--- src/rtl/cmp_frame_stats.sv ---
`default_nettype none
//============================================================================
// Module   : cmp_frame_stats
// Purpose  : Frame-statistics sequencer wrapped around an external
//            combinational 4-bit magnitude comparator. For every accepted
//            sample it presents (current, previous) to the comparator, reads
//            back the gt/eq/lt flags in the same cycle and accumulates
//            rise/same/fall counts plus frame max/min. After FRAME_LEN
//            samples a registered result record is offered on out_valid.
// Ports    : clk, rst (async, active-high)
//            in_valid/in_ready/in_data      - 4-bit sample stream
//            cmp_a/cmp_b, cmp_gt/eq/lt      - comparator operands and flags
//            out_valid/out_ready            - result record handshake
//            max_val, min_val, n_rise, n_same, n_fall - record fields
//            flag_err                       - only with CMP_ONEHOT_CHECK_EN
// Options  : `define CMP_ONEHOT_CHECK_EN adds a sticky flag_err output and
//            drops the count update for any sample whose comparator flags
//            are not exactly one-hot.
// Revision : 1.0 - initial release
//============================================================================
module cmp_frame_stats #(
    parameter int FRAME_LEN = 8,
    parameter int CNT_W     = 4
) (
    input  logic             clk,
    input  logic             rst,
    input  logic             in_valid,
    output logic             in_ready,
    input  logic [3:0]       in_data,
    output logic [3:0]       cmp_a,
    output logic [3:0]       cmp_b,
    input  logic             cmp_gt,
    input  logic             cmp_eq,
    input  logic             cmp_lt,
    output logic             out_valid,
    input  logic             out_ready,
    output logic [3:0]       max_val,
    output logic [3:0]       min_val,
    output logic [CNT_W-1:0] n_rise,
    output logic [CNT_W-1:0] n_same,
`ifdef CMP_ONEHOT_CHECK_EN
    output logic [CNT_W-1:0] n_fall,
    output logic             flag_err
`else
    output logic [CNT_W-1:0] n_fall
`endif
);

    typedef enum logic [1:0] {
        ST_FIRST  = 2'd0,
        ST_ACCUM  = 2'd1,
        ST_REPORT = 2'd2
    } state_t;

    localparam logic [3:0] c_last_idx = 4'(FRAME_LEN - 1);

    state_t           r_state;
    state_t           w_next_state;
    logic [3:0]       r_prev;
    logic [3:0]       r_max;
    logic [3:0]       r_min;
    logic [3:0]       r_idx;
    logic [CNT_W-1:0] r_rise;
    logic [CNT_W-1:0] r_same;
    logic [CNT_W-1:0] r_fall;
    logic             w_accept;
    logic             w_inc_rise;
    logic             w_inc_same;
    logic             w_inc_fall;

    assign w_accept = in_valid && in_ready;

    // Comparator sees the live sample against the previously accepted one.
    assign cmp_a = in_data;
    assign cmp_b = r_prev;

`ifdef CMP_ONEHOT_CHECK_EN
    logic w_onehot;
    logic r_err;

    // Exactly one of three: odd parity rules out 0 and 2 set, AND rules out 3.
    assign w_onehot   = (cmp_gt ^ cmp_eq ^ cmp_lt) & ~(cmp_gt & cmp_eq & cmp_lt);
    assign w_inc_rise = w_onehot & cmp_gt;
    assign w_inc_same = w_onehot & cmp_eq;
    assign w_inc_fall = w_onehot & cmp_lt;
    assign flag_err   = r_err;

    always_ff @(posedge clk or posedge rst) begin
        if (rst) begin
            r_err <= 1'b0;
        end else if (r_state == ST_ACCUM && w_accept && !w_onehot) begin
            r_err <= 1'b1;
        end
    end
`else
    // Priority gt > eq > lt; all-low flags fall through to a fall.
    assign w_inc_rise = cmp_gt;
    assign w_inc_same = !cmp_gt && cmp_eq;
    assign w_inc_fall = !cmp_gt && !cmp_eq;
`endif

    always_ff @(posedge clk or posedge rst) begin
        if (rst) begin
            r_state <= ST_FIRST;
        end else begin
            r_state <= w_next_state;
        end
    end

    always_comb begin
        w_next_state = r_state;
        in_ready     = 1'b0;
        out_valid    = 1'b0;
        case (r_state)
            ST_FIRST: begin
                in_ready = 1'b1;
                if (w_accept) begin
                    w_next_state = ST_ACCUM;
                end
            end
            ST_ACCUM: begin
                in_ready = 1'b1;
                if (w_accept && r_idx == c_last_idx) begin
                    w_next_state = ST_REPORT;
                end
            end
            ST_REPORT: begin
                out_valid = 1'b1;
                if (out_ready) begin
                    w_next_state = ST_FIRST;
                end
            end
            default: begin
                w_next_state = ST_FIRST;
            end
        endcase
    end

    // Record registers only move on an accepted sample, so they are
    // naturally frozen while in REPORT (in_ready is low there).
    always_ff @(posedge clk or posedge rst) begin
        if (rst) begin
            r_prev <= 4'd0;
            r_max  <= 4'd0;
            r_min  <= 4'd0;
            r_idx  <= 4'd0;
            r_rise <= '0;
            r_same <= '0;
            r_fall <= '0;
        end else if (w_accept) begin
            r_prev <= in_data;
            if (r_state == ST_FIRST) begin
                r_max  <= in_data;
                r_min  <= in_data;
                r_idx  <= 4'd1;
                r_rise <= '0;
                r_same <= '0;
                r_fall <= '0;
            end else begin
                if (in_data > r_max) begin
                    r_max <= in_data;
                end
                if (in_data < r_min) begin
                    r_min <= in_data;
                end
                r_idx <= r_idx + 4'd1;
                if (w_inc_rise) begin
                    r_rise <= r_rise + CNT_W'(1);
                end
                if (w_inc_same) begin
                    r_same <= r_same + CNT_W'(1);
                end
                if (w_inc_fall) begin
                    r_fall <= r_fall + CNT_W'(1);
                end
            end
        end
    end

    assign max_val = r_max;
    assign min_val = r_min;
    assign n_rise  = r_rise;
    assign n_same  = r_same;
    assign n_fall  = r_fall;

endmodule
`default_nettype wire

--- config.mk ---
export PLATFORM = sky130hd
export DESIGN_NAME = cmp_frame_stats
export DESIGN_NICKNAME = d
export VERILOG_FILES = /design/src/rtl/cmp_frame_stats.sv
export SDC_FILE = /design/constraint.sdc
export NUM_CORES = 1
export LEC_CHECK = 0
export ABC_AREA = 1
export CORE_ASPECT_RATIO = 2
export CORE_MARGIN = 4
export CORE_UTILIZATION = 45
export DETAILED_ROUTE_END_ITERATION = 8
export PLACE_DENSITY = 0.72
export SLEW_MARGIN = 20
export SYNTH_ARGS = -nofsm -noshare
export SYNTH_HDL_FRONTEND = slang
export SYNTH_SLANG_ARGS = --single-unit
export TNS_END_PERCENT = 30
--- constraint.sdc ---
create_clock -name clk -period 1.6 [get_ports clk]
set_input_delay 0.32 -clock clk [delete_from_list [all_inputs] [get_ports clk]]
set_output_delay 0.32 -clock clk [all_outputs]
set_load 0.05 [all_outputs]
==> impl_metrics.csv <==
group,metric,value,unit
status,outcome,"finished, final reports clean",
sta,skew,0.00473,ns
yosys,yosys.area_share.adder,0.0818,
die,fp-row-count,31,
run,drv_cap,0,
yosys,synthXorXnorAreaFrac,0.00520,
yosys,ys_seq_area_frac,0.446,
sta,clock.fmax,0.641,GHz
yosys,synthDominantCellAreaShare,0.446,
hold_path,worstHoldStart,"in_data[3]",
worst_setup_path,crit_path_end_kind,"output port",
yosys,synthSimpleGateAreaFrac,0.292,
clock_tree,htreeDepth,2,
die,core,0.00361,mm2
sta,worst_pin_slew,0.396,ns
pwr,ir_drop,1.32,mV
final_layout,fin_util,0.725,
final_layout,nets,279,
yosys,synthArstFlopShare,1.00,
worst_setup_path,path_cells,"nor2_1 -> buf_12",
drt,viasPerCell,4.96,
global_routing,grt_pass1_wl,6900,um
pwr,p_seq_frac,0.280,
worst_setup_path,r2r-end,"max_val[2]$_DFFE_PP0P_",
sta,setup_viol,0,
yosys,syn_inst,202,
drt,finalWirelength,4160,um
worst_setup_path,critPathLaunchType,"flip-flop",
worst_setup_path,critPathKind,"reg2out",
pwr,p_switching,2.32,mW
hold_path,min_to,"max_val[3]$_DFFE_PP0P_",
place,place.gp.congestion,0.802,
die,ios,41,
worst_setup_path,cp_max_fo,6,
worst_setup_path,slowest_stage,"dfrtp_1",
hold_path,holdPathStages,3,
clock_tree,clock-sinks,30,
pwr,p_comb_frac,0.578,
final_layout,diodes,0,
global_routing,grt_max_degree,31,
sta,rsz0062_at_grt,"false",
yosys,synth_compound_area_frac,0.0758,
worst_setup_path,cp_num_buf_inv,1,
sta,finalHoldViolCount,0,
drt,drc,0,
final_layout,drive_gt1_frac,0.291,
clock_tree,cts_root_buf,"clkbuf_8",
clock_tree,clkTransAtPathRegs,0.07,ns
final_layout,register_area,752,um2
yosys,synth_warnings,0,
sta,max-slew-margin-rel,0.736,
worst_setup_path,cpLargestDelayFamily,"flip-flops",
worst_setup_path,crit_start,"r_state[0]$_DFFE_PP0P_",
yosys,yosysMostFrequentCell,"nand2_1",
global_routing,grt_util_all_layers,0.192,
drt,drt_iter0_drc,27,
yosys,synth.cell_area,0.00168,mm2
sta,period_share,0.975,
worst_setup_path,ff2ff_path_depth,10,
worst_setup_path,slowest_delay,0.50,ns
final_layout,fillers,264,
hold_path,min_path_type,"in2reg",
yosys,synthMuxAreaShare,0,
global_routing,first_global_vias,1600,
die,dieArea,0.00484,mm2
yosys,ys_top_cells_by_area,"dfrtp_1 (45%), nand2_1 (13%), ha_1 (8.2%), nand3_1 (6.2%), inv_1 (5.6%)",
place,io_buffers,39,
yosys,synth_top_family_by_area,"simple AND/OR/NAND/NOR gates",
global_routing,antenna_found_initial,0,
sta,slew_viol_final,0,
yosys,ys_types,27,
drt,ant_nets,0,
die,start_util,0.467,
sta,period_needed,1.56,ns
clock_tree,clk_latency,0.29,ns
die,fp.dieH,94.5,um
yosys,ys_ff_latch,30,
final_layout,area_growth,55.4,%
clock_tree,cts_hold_buf,0,
clock_tree,cts_made_buffers,5,
worst_setup_path,r2r_setup_slack,0.13,ns
pwr,power.leakage,1.37,nW
clock_tree,tritoncts,"done",
global_routing,grt.overflow.total,0,
sta,holdWs,0.351,ns
yosys,synth_enable_flop_cells,0,
pwr,power_density,1960,mW/mm2
pwr,power,5.14,mW
drt,firstDrtPassIters,4,
drt,wire_per_inst,13.6,um
die,die_w,51.2,um
worst_setup_path,cp.required,1.28,ns
yosys,synth_commonest_cells,"nand2_1 (57), dfrtp_1 (30), inv_1 (25)",
yosys,yosys.area.top_type,"dfrtp_1",
yosys,synth_flop_cell,"dfrtp_1",
pwr,swShare,0.451,
place,dp_hpwl,3130,um
yosys,syn_avg_cell_area,8.33,um2
pwr,internal_power,2.82,mW
worst_setup_path,r2r-start,"max_val[1]$_DFFE_PP0P_",
yosys,synth_fp_nets,224,
drt,vias,1524,
clock_tree,clock_path_buffers,2,
worst_setup_path,critPathArrivalTime,1.24,ns
final_layout,multiInputGateArea,768,um2
pwr,pwr-share-clk,0.142,
==> how the worst max path moves through the flow <==
stage / end / slack (ns) / depth (start not counted)
2_1_floorplan: max_val[0]$_DFFE_PP0P_ / 0.01 / 10
3_3_place_gp: max_val[3]$_DFFE_PP0P_ / -0.21 / 10
5_1_grt: out_valid / 0.01 / 3
3_5_place_dp: max_val[2]$_DFFE_PP0P_ / -0.28 / 10
6_report: out_valid / 0.04 / 2
4_1_cts: max_val[2]$_DFFE_PP0P_ / 0.02 / 10
==> sequential cells by signal (all words and copies together) (netlist names) <==
| register | count |
|---|---|
| max_val | 4 |
| r_state | 2 |
| r_idx | 4 |
| n_fall | 4 |
| n_same | 4 |
| n_rise | 4 |
| min_val | 4 |
| cmp_b | 4 |
==> repair_timing <==
action | 4_1_cts | 5_1_grt
setup buffers | 0 | 3
resized for setup | 0 | 7
setup endpoints to repair | 0 | 4
==> layer usage <==
layer  global-route usage  share of wire  vias up
met5                    0              0        -
met4                0.114          0.035        0
met3               0.0379          0.037       13
met2                0.365           0.60       38
met1                0.180           0.33      722
li1                     -              -      751
==> cells in the final DEF, fill, tap and decap left out, drive strengths merged <==
| cell type | count |
|---|---|
| a21o | 1 |
| a21oi | 8 |
| a31oi | 1 |
| buf | 45 |
| clkbuf | 8 |
| clkdlybuf4s50 | 5 |
| dfrtp | 30 |
| dlymetal6s2s | 4 |
| ha | 11 |
| inv | 28 |
| nand2 | 63 |
| nand3 | 21 |
| nand4 | 1 |
| nor2 | 16 |
| nor3 | 3 |
| o21ai | 11 |
| o31ai | 1 |
| xor2 | 1 |
==> cells by family (layout without fill, tap and decap cells) <==
family                     count (synthesis)  after routing
AOI/OAI and AO/OA                         22             22
xor gates and xnor gates                   1              1
adders and majority gates                 11             11
buffers and inverters                     34             90
DFF                                       30             30
and+or+nand+nor                          104            104
==> layout make-up <==
type,instances,area share
repair buffers,54,0.311
clock buffers,8,0.0421
well taps,49,0.0234
multi-input cells,138,0.294
flip-flops and latches,30,0.288
inverters,28,0.0421
==> worst min-delay path, delay by kind of cell <==
family / cells / cell delay [ns]
buffers and inverters: 1 / 0.16
AND/OR/NAND/NOR: 2 / 0.12
==> through the flow <==
step	std cells	cell area [um2]	TNS (ns)	setup slack, ns
after floorplan	202	1680	0	0.0127
after global placement	296	2470	-1.69	-0.214
after detailed placement	296	2470	-2.30	-0.284
after CTS	304	2580	0	0.0201
after global routing	307	2620	0	0.0111
final	307	2620	0	0.0402
==> power by group through the flow <==
stage	Sequential, mW	Clock, mW	Combinational [mW]
global placement	1.45	0	2.83
finish	1.44	0.732	2.97
global route	1.48	0.772	3.20
floorplan	2.07	0	0.883
detailed placement	1.46	0	2.90
CTS	1.45	0.740	2.92
Note: power is estimated with default switching activity, not from simulation.
